===== config.mk =====
export PLATFORM = sky130hd
export DESIGN_NAME = fusion_cap_pool_pe
export DESIGN_NICKNAME = d
export VERILOG_FILES = /design/src/rtl/fusion_cap_pkg.sv /design/src/rtl/fusion_cap_tree_level.sv /design/src/rtl/fusion_cap_pool_pe.sv
export SDC_FILE = /design/constraint.sdc
export NUM_CORES = 2
export LEC_CHECK = 0
export BUFFER_PORTS_ARGS = -buffer_cell sky130_fd_sc_hd__clkbuf_2
export CORE_ASPECT_RATIO = 0.7
export CORE_MARGIN = 2
export CORE_UTILIZATION = 45
export CTS_CLUSTER_DIAMETER = 40
export DETAILED_ROUTE_END_ITERATION = 6
export PLACE_DENSITY = 0.7
export SYNTH_ARGS = -nofsm -noshare
export SYNTH_HDL_FRONTEND = slang
export SYNTH_SLANG_ARGS = --single-unit
export TNS_END_PERCENT = 100

===== constraint.sdc =====
create_clock -name clk -period 13.72 [get_ports clk]
set_clock_uncertainty 0.15 [all_clocks]
set_input_delay 2.058 -clock clk [delete_from_list [all_inputs] [get_ports clk]]
set_output_delay 2.058 -clock clk [all_outputs]
set_load 0.05 [all_outputs]

===== src/rtl/fusion_cap_pkg.sv =====
// Shared mode encoding and elaboration helpers for the fusion/capsule pooling element.
package fusion_cap_pkg;

  typedef enum logic [1:0] {
    MODE_AVG = 2'b00,
    MODE_SUM = 2'b01,
    MODE_MAX = 2'b10,
    MODE_MIN = 2'b11
  } mode_e;

  // Tree depth for n leaves, never below one level.
  function automatic int clog2_safe(input int n);
    int r;
    r = 0;
    for (int v = n - 1; v > 0; v = v >> 1) r++;
    return (r < 1) ? 1 : r;
  endfunction

  // Number of elements alive after s pairing levels (odd leftovers pass through).
  function automatic int level_count(input int n, input int s);
    int c;
    c = n;
    for (int i = 0; i < s; i++) c = (c + 1) / 2;
    return c;
  endfunction

  // Clamp a sign-extended sw-bit value into the signed dw-bit range.
  function automatic logic signed [63:0] sat_to_dw(input logic signed [63:0] value,
                                                   input int sw, input int dw);
    logic signed [63:0] hi, lo;
    hi = (64'sd1 <<< (dw - 1)) - 64'sd1;
    lo = -(64'sd1 <<< (dw - 1));
    if (sw <= dw) return value;
    if (value > hi) return hi;
    if (value < lo) return lo;
    return value;
  endfunction

endpackage


===== src/rtl/fusion_cap_tree_level.sv =====
// One registered level of the parallel sum tree and max/min tree; pairs elements 2j and 2j+1.
module fusion_cap_tree_level
  import fusion_cap_pkg::*;
#(
  parameter int N_EL = 10,
  parameter int W    = 16,
  parameter int DW   = 16
) (
  input  logic                               clk,
  input  logic                               rst_n,
  input  logic                               en,
  input  logic                               in_valid,
  input  logic [1:0]                         in_mode,
  input  logic [N_EL*W-1:0]                  in_sum,
  input  logic [N_EL*DW-1:0]                 in_cmp,
  output logic                               out_valid,
  output logic [1:0]                         out_mode,
  output logic [((N_EL+1)/2)*(W+1)-1:0]      out_sum,
  output logic [((N_EL+1)/2)*DW-1:0]         out_cmp
);

  localparam int N_OUT = (N_EL + 1) / 2;

  logic [N_OUT*(W+1)-1:0] sum_nxt;
  logic [N_OUT*DW-1:0]    cmp_nxt;

  function automatic logic [W:0] sext(input logic [W-1:0] v);
    return {v[W-1], v};
  endfunction

  function automatic logic [DW-1:0] pick(input logic [DW-1:0] a, input logic [DW-1:0] b,
                                         input logic [1:0] mode);
    if (mode == MODE_MIN) return ($signed(a) < $signed(b)) ? a : b;
    return ($signed(a) > $signed(b)) ? a : b;
  endfunction

  // NOTE: every combinational output gets a default first so no path can infer a latch.
  always_comb begin
    sum_nxt = '0;
    cmp_nxt = '0;
    for (int j = 0; j < N_EL / 2; j++) begin
      sum_nxt[j*(W+1) +: W+1] = sext(in_sum[2*j*W +: W]) + sext(in_sum[(2*j+1)*W +: W]);
      cmp_nxt[j*DW +: DW]     = pick(in_cmp[2*j*DW +: DW], in_cmp[(2*j+1)*DW +: DW], in_mode);
    end
    // Odd leftover keeps its slot at the end of the level, widened by sign extension.
    if (N_EL % 2 == 1) begin
      sum_nxt[(N_OUT-1)*(W+1) +: W+1] = sext(in_sum[(N_EL-1)*W +: W]);
      cmp_nxt[(N_OUT-1)*DW +: DW]     = in_cmp[(N_EL-1)*DW +: DW];
    end
  end

  // NOTE: stage data is reset too, because a reset must leave no stale values anywhere.
  always_ff @(posedge clk or negedge rst_n) begin
    if (!rst_n) begin
      out_valid <= 1'b0;
      out_mode  <= MODE_AVG;
      out_sum   <= '0;
      out_cmp   <= '0;
    end else if (en) begin
      // NOTE: non-blocking assignments so every level samples its predecessor's old value.
      out_valid <= in_valid;
      out_mode  <= in_mode;
      out_sum   <= sum_nxt;
      out_cmp   <= cmp_nxt;
    end
  end

endmodule


===== src/rtl/fusion_cap_pool_pe.sv =====
// Pipelined N_IN-channel pooling element: avg / saturated sum / max / min, valid-ready on both sides.
module fusion_cap_pool_pe
  import fusion_cap_pkg::*;
#(
  parameter int N_IN = 10,
  parameter int DW   = 16
) (
  input  logic               clk,
  input  logic               rst_n,
  input  logic               in_valid,
  output logic               in_ready,
  input  logic [1:0]         in_mode,
  input  logic [N_IN*DW-1:0] in_data,
  output logic               out_valid,
  input  logic               out_ready,
  output logic [1:0]         out_mode,
  output logic [DW-1:0]      out_data
);

  localparam int LVL = clog2_safe(N_IN);
  localparam int SW  = DW + LVL;

  logic en;

  // Whole pipeline advances together; a held output freezes every stage.
  assign en       = !out_valid || out_ready;
  assign in_ready = en;

  logic [LVL:0]         v_bus;
  logic [1:0]           m_bus   [LVL+1];
  logic [N_IN*SW-1:0]   sum_bus [LVL+1];
  logic [N_IN*DW-1:0]   cmp_bus [LVL+1];

  assign v_bus[0]   = in_valid;
  assign m_bus[0]   = in_mode;
  assign sum_bus[0] = (N_IN*SW)'(in_data);
  assign cmp_bus[0] = in_data;

  for (genvar s = 0; s < LVL; s++) begin : g_lvl
    localparam int NI = level_count(N_IN, s);
    localparam int NO = level_count(N_IN, s + 1);
    localparam int W  = DW + s;

    logic [NO*(W+1)-1:0] so;
    logic [NO*DW-1:0]    co;

    fusion_cap_tree_level #(
      .N_EL (NI),
      .W    (W),
      .DW   (DW)
    ) u_level (
      .clk       (clk),
      .rst_n     (rst_n),
      .en        (en),
      .in_valid  (v_bus[s]),
      .in_mode   (m_bus[s]),
      .in_sum    (sum_bus[s][NI*W-1:0]),
      .in_cmp    (cmp_bus[s][NI*DW-1:0]),
      .out_valid (v_bus[s+1]),
      .out_mode  (m_bus[s+1]),
      .out_sum   (so),
      .out_cmp   (co)
    );

    assign sum_bus[s+1] = (N_IN*SW)'(so);
    assign cmp_bus[s+1] = (N_IN*DW)'(co);
  end

  logic signed [SW-1:0] root_sum;
  logic        [DW-1:0] root_cmp;
  logic signed [SW-1:0] avg_full;
  logic signed [63:0]   sum_sat;
  logic        [DW-1:0] res_nxt;

  assign root_sum = $signed(sum_bus[LVL][SW-1:0]);
  assign root_cmp = cmp_bus[LVL][DW-1:0];

  // Signed division truncates toward zero; |sum| <= N_IN * 2^(DW-1) so the quotient fits DW.
  assign avg_full = root_sum / $signed(SW'(N_IN));
  assign sum_sat  = sat_to_dw(64'(root_sum), SW, DW);

  always_comb begin
    res_nxt = root_cmp;
    case (m_bus[LVL])
      MODE_AVG: res_nxt = avg_full[DW-1:0];
      MODE_SUM: res_nxt = sum_sat[DW-1:0];
      default:  res_nxt = root_cmp;
    endcase
  end

  always_ff @(posedge clk or negedge rst_n) begin
    if (!rst_n) begin
      out_valid <= 1'b0;
      out_mode  <= MODE_AVG;
      out_data  <= '0;
    end else if (en) begin
      out_valid <= v_bus[LVL];
      out_mode  <= m_bus[LVL];
      out_data  <= res_nxt;
    end
  end

endmodule

; Word level (Yosys, flattened, before mapping)
; Index checks and enable logic that the tools add are counted.
[word_totals]
register_bits = 401
out_inout_bits = 20
wordCells = 105
input_bits = 166
[op_classes]
add_sub_neg = 9
mux = 48
n_eq_ne = 5
reduce_logical = 3
order_cmp = 20
div = 1
[ops]
columns = op, n
row1 = 16-bit two-way mux, 40
row2 = 16-bit > comparator, 9
row3 = 16-bit < comparator, 9
row4 = 16-bit by 16-bit adder with 17-bit output, 5
row5 = 17-bit by 17-bit adder with 18-bit output, 2
row6 = 16-bit one-hot mux with 2 select lines, 1
row7 = 19-bit by 17-bit adder with 20-bit output, 1
row8 = 20-bit by 5-bit divider with 20-bit output (second input constant), 1
row9 = 20-bit by 16-bit > comparator with 1-bit output (second input constant), 1
row10 = 20-bit by 16-bit < comparator with 1-bit output (second input constant), 1
row11 = 18-bit by 18-bit adder with 19-bit output, 1
row12 = 2-bit == test (second input constant), 4
row13 = 1-bit two-way mux, 7
row14 = 2-bit by 1-bit == test with 1-bit output (second input constant), 1
row15 = 2-bit zero test, 1
row16 = 1-bit zero test, 1
row17 = 1-bit logical OR, 1

; Logic depth before layout (Yosys ltp)
[depth]
word_depth = 6
depth_mapped = 39

; By module
; Synthesis repeated with hierarchy kept, for this count alone.
[hier_totals]
hier_cells = 3447
hier_area_um2 = 31396.4
[modules_own_cells]
columns = module, area_each_um2, n_inst, cells_each, seq_area_each_um2
row1 = fusion_cap_tree_level at g_lvl[0].u_level, 12867.3, 1, 1416, 4204.0
row2 = fusion_cap_tree_level at g_lvl[1].u_level, 6517.5, 1, 621, 2602.5
row3 = fusion_cap_pool_pe, 4653.2, 1, 661, 475.5
row4 = fusion_cap_tree_level at g_lvl[2].u_level, 4190.3, 1, 402, 1801.7
row5 = fusion_cap_tree_level at g_lvl[3].u_level, 3168.0, 1, 347, 975.9

; Worst setup path after synthesis
; OpenSTA, ideal clock, no wires.
[synth_timing]
path_kind = register to register
start = register g_lvl[3].u_level.out_sum[0]
end = register out_data[14]
stages_incl_launch_ff = 38
synth_period_minus_slack_ns = 8.437
t_arrival_ns = 8.205
path_buffers = 3
setup_slack_ns = 5.283
path_cell_list = dfrtp_1 > inv_1 > ha_1 > or4b_1 > or3_1 > buf_2 > o31ai_1 > o21bai_1 > nand2_1 > nand4_2 > a21oi_1 > o32ai_4 > mux2_2 > a21oi_2 > nor2_1 > o221a_2 > and2_1 > buf_4 > (+2 left out) > a41oi_2 > nand3_2 > a2111oi_4 > a21bo_1 > o31a_1 > and2_1 > a2111oi_4 > o2bb2ai_4 > maj3_2 > a21oi_1 > o22a_1 > ha_1 > inv_1 > or3_1 > o21ai_1 > xnor2_1 > nand2b_1 > a31oi_1
[synth_between]
elab_chain_cells = 6
[synth_rtl]
columns = element, line
row1 = "start, declared", fusion_cap_tree_level.sv:18  ; output logic [((N_EL+1)/2)*(W+1)-1:0] out_sum,
row2 = "start signal, assigned", fusion_cap_tree_level.sv:63  ; out_sum <= sum_nxt;
row3 = branches (longest 5 deep; another with 20-bit by 5-bit divider with 20-bit output), n/a
row4 = 16-bit one-hot mux with 2 select lines (*), fusion_cap_pool_pe.sv:84  ; case (m_bus[LVL])
row5 = "end signal, assigned", fusion_cap_pool_pe.sv:99  ; out_data <= res_nxt;
row6 = "end, declared", fusion_cap_pool_pe.sv:17  ; output logic [DW-1:0] out_data
; Every way passes the cells marked *. The select of a mux whose other input is x is not followed.
; A chain may end at the register's enable or synchronous reset.

; Worst setup path in the final report
; Same ends and word-level chain as after synthesis.

==> metrics.md <==
| Metric | Value |
|---|---|
| Post-synth EDFFs | `0` |
| Iter 0 DRT Violations | `2,259` |
| CP max stage delay | `roughly 0.78 ns` |
| Vias in the first global route | `roughly 24,000` |
| Worst Setup End Kind | `flop` |
| Initial Utilization | `45.36%` |
| R2r startpoint | `g_lvl[3].u_level.out_sum[0]` |
| # diodes | `0` |
| Hold WC Path Type | `reg2reg` |
| H-tree levels | `2` |
| Non-filler cells, final | `4,613` |
| Via count | `approximately 25,000` |
| Share of the synthesized area in the top cell type | `34.29%` |
| FF-to-FF End | `out_data[14]` |
| #FFs+latches synth | `401` |
| Startpoint Class | `flop` |
| Setup WS pre-CTS | `3.468 ns` |
| Hold endpoint | `out_valid` |
| Count of cell types in the netlist | `approximately 120` |
| HP Start | `g_lvl[3].u_level.out_valid` |
| CTS buffer count | `54` |
| Critical Path Fanout Max | `15` |
| Post-route DRC | `0` |
| Fin crit period | `10.48 ns` |
| Critical path data required time | `14.09 ns` |
| Crit-path most repeated cell | `o21ai_0` |
| Largest cells by area after synthesis | `dfrtp_1 (34%), ha_1 (13%), nand2_1 (7.2%)` |
| Remaining antenna violation count | `0` |
| Post-Syn Nets | `4,061` |
| WP data arrival | `10.86 ns` |
| Outcome | `finished clean` |
| Post-CTS resize count | `0` |
| Post-DP HPWL | `approximately 60,000 µm` |
| CTS root buf | `clkbuf_16` |
| Predominant post-synthesis flop cell | `dfrtp_1` |
| RSZ-0062 raised after global routing | `no` |
| Max Cap Viol | `0` |
| Total GRT Usage | `23.55%` |
| Final setup margin | `between 3 and 4 ns` |
| Aggregate routed wire length | `78,870 µm` |
| Nets@finish | `4,161` |
| Initial antenna violation count | `1` |
| Largest net degree at the start of global routing | `180` |
| Mapped Cells | `3,589` |
| # IOs | `186` |
| Die H | `217.3 µm` |
| GPL Wtd Cong | `~0.9` |
| Final Util | `50.62%` |
| Synth Area per Inst | `8.153 µm²` |
| Via density | `5.426` |
| Port Buf Inserts | `185` |
| Synth Cell Area | `29,260 µm²` |
| Clk_lat worst skew | `0.63 ns` |
| Die W | `308.8 µm` |
| Sequential share of the synthesized area | `around a third` |
| Average wire per standard cell | `17.10 µm` |
| CTS tree | `done` |
| Fin crit share | `around three quarters` |
| Slowest-stage cell, CP | `o32ai_2` |
| Setup TNS | `0 ns` |
| DRT Pass-1 Iters | `5` |
| Hold Fails Final Rpt | `0` |
| # rows | `78` |
| Post-Place Cells | `around 4,500` |
| FF-to-FF path depth | `34` |
| Most area-hungry cell type in the Yosys netlist | `dfrtp_1` |
| Max Root-Sink Buffers | `3` |
| Setup CP Type | `reg2reg` |
| Die area | `67,110 µm²` |
| Area Growth Syn to Fin | `11.60%` |
| CTS sink count | `401` |
| First-pass GRT wire length | `127,100 µm` |
| Worst-margin pin slew | `between 1 and 1.5 ns` |
| Hold Crit Depth | `1` |
| Fmax | `95.38 MHz` |
| Synth warn | `0` |
| Slew Viols, Final | `0` |
| Total grt overflow | `0` |
| # hold bufs at CTS | `0` |
| Async S/R FF share, synth | `100.0%` |
| Final setup fails | `0` |
| Relative slew margins | `17.42%` |
| Share of cells above drive strength 1 | `under 10%` |
| Flop-to-flop setup slack | `3.24 ns` |
| Reg clk slew, reported paths | `0.06 ns` |
| # Post-CTS Setup Buffers | `0` |
| CORE AREA | `about 65,000 µm²` |
[cell families after synthesis]
logic type,share of synthesized area (%)
xor+xnor,4.819
compound gates,20.30
simple gates,18.71
fa+ha+maj,13.39
flops,34.29
mux,2.638
buf+inv,5.845
[metal layers]
metal / wire (µm) / GRT usage, % / up-vias
met5: 0 / 0 / -
met4: 1506 / 4.894 / 0
met3: 5423 / 4.674 / 100
met2: 33380 / 34.88 / 682
met1: 38560 / 35.36 / 11688
li1: - / - / 12561
[state kept, by name, summed over array words and instances, names as in the netlist]
signal,cells
g_lvl.u_level.out_mode,8
g_lvl.u_level.out_cmp,176
out_data,16
g_lvl.u_level.out_valid,4
out_valid,1
g_lvl.u_level.out_sum,194
out_mode,2
[worst max-delay path by stage]
stage                                 from           end  slack (ns)
2_1_floorplan  g_lvl[3].u_level.out_sum[0]  out_data[14]        5.28
3_3_place_gp   g_lvl[3].u_level.out_sum[1]  out_data[10]        3.71
3_5_place_dp   g_lvl[3].u_level.out_sum[0]  out_data[14]        3.47
4_1_cts        g_lvl[3].u_level.out_sum[0]  out_data[14]        3.45
5_1_grt        g_lvl[3].u_level.out_sum[1]  out_data[12]        2.34
6_report       g_lvl[3].u_level.out_sum[0]  out_data[14]        3.24
[placed cells by master (no fill, tap or decap), drive strengths merged, types with 6 or more instances in the layout]
master,count
a2111oi,6
a211oi,8
a21o,35
a21oi,285
a221oi,14
a311oi,8
a31oi,43
a41oi,6
and2,26
and4,8
buf,23
bufinv,6
clkbuf,250
clkinv,9
dfrtp,401
fa,9
ha,297
inv,265
mux2i,76
nand2,563
nand2b,32
nand3,33
nand4,35
nor2,449
nor2b,35
nor3,35
nor4,12
o211ai,14
o21a,10
o21ai,386
o21bai,28
o221a,6
o221ai,6
o22ai,9
o31ai,37
or2,10
or3,16
xnor2,131
xor2,27
[final cells by class]
type                       count  area (µm²)
sequential                   401       10030
clock buffer                  66        1466
timing repair buffer         207        1114
tap                          880        1101
inverter                     247       934.6
multi-input combinational   2778       17540
clock inverter                34       464.2
fill                        6150       31860
[synth_stat cells (all sizes together), types with 8 or more instances]
cell / number
nor2: 449
mux2i: 76
nor4: 12
inv: 246
o21ai: 386
nor2b: 35
o31ai: 37
or3: 16
clkbuf: 126
o21a: 10
dfrtp: 401
and2: 26
buf: 34
nand3: 33
a31oi: 43
xor2: 27
a311oi: 8
nor3: 35
xnor2: 131
nand4: 35
ha: 297
a211oi: 8
o22ai: 9
a21oi: 285
nand2: 563
o211ai: 14
o21bai: 28
a221oi: 14
a21o: 35
fa: 9
nand2b: 32
and4: 8
or2: 10
[through the flow]
| stage | cell area (µm²) | hold slack [ns] |
|---|---|---|
| after floorplan | 29260 | 0.2800 |
| after global placement | 30720 | 0.2958 |
| after detailed placement | 30720 | 0.3008 |
| after CTS | 32650 | 0.3135 |
| after global routing | 32650 | 0.3332 |
| final | 32650 | 0.3096 |
[critical path, delay by kind of cell, from the launching register on]
kind | cells | cell delay (ns)
simple gates | 9 | 2.78
fa+ha+maj | 3 | 0.72
xor+xnor | 2 | 0.81
compound gates | 18 | 5.41
flops | 1 | 0.40
buf+inv | 2 | 0.14
Power is left out: the tool's default activity adds up to more than one toggle a clock period on the data nets, which glitch-free logic cannot reach.
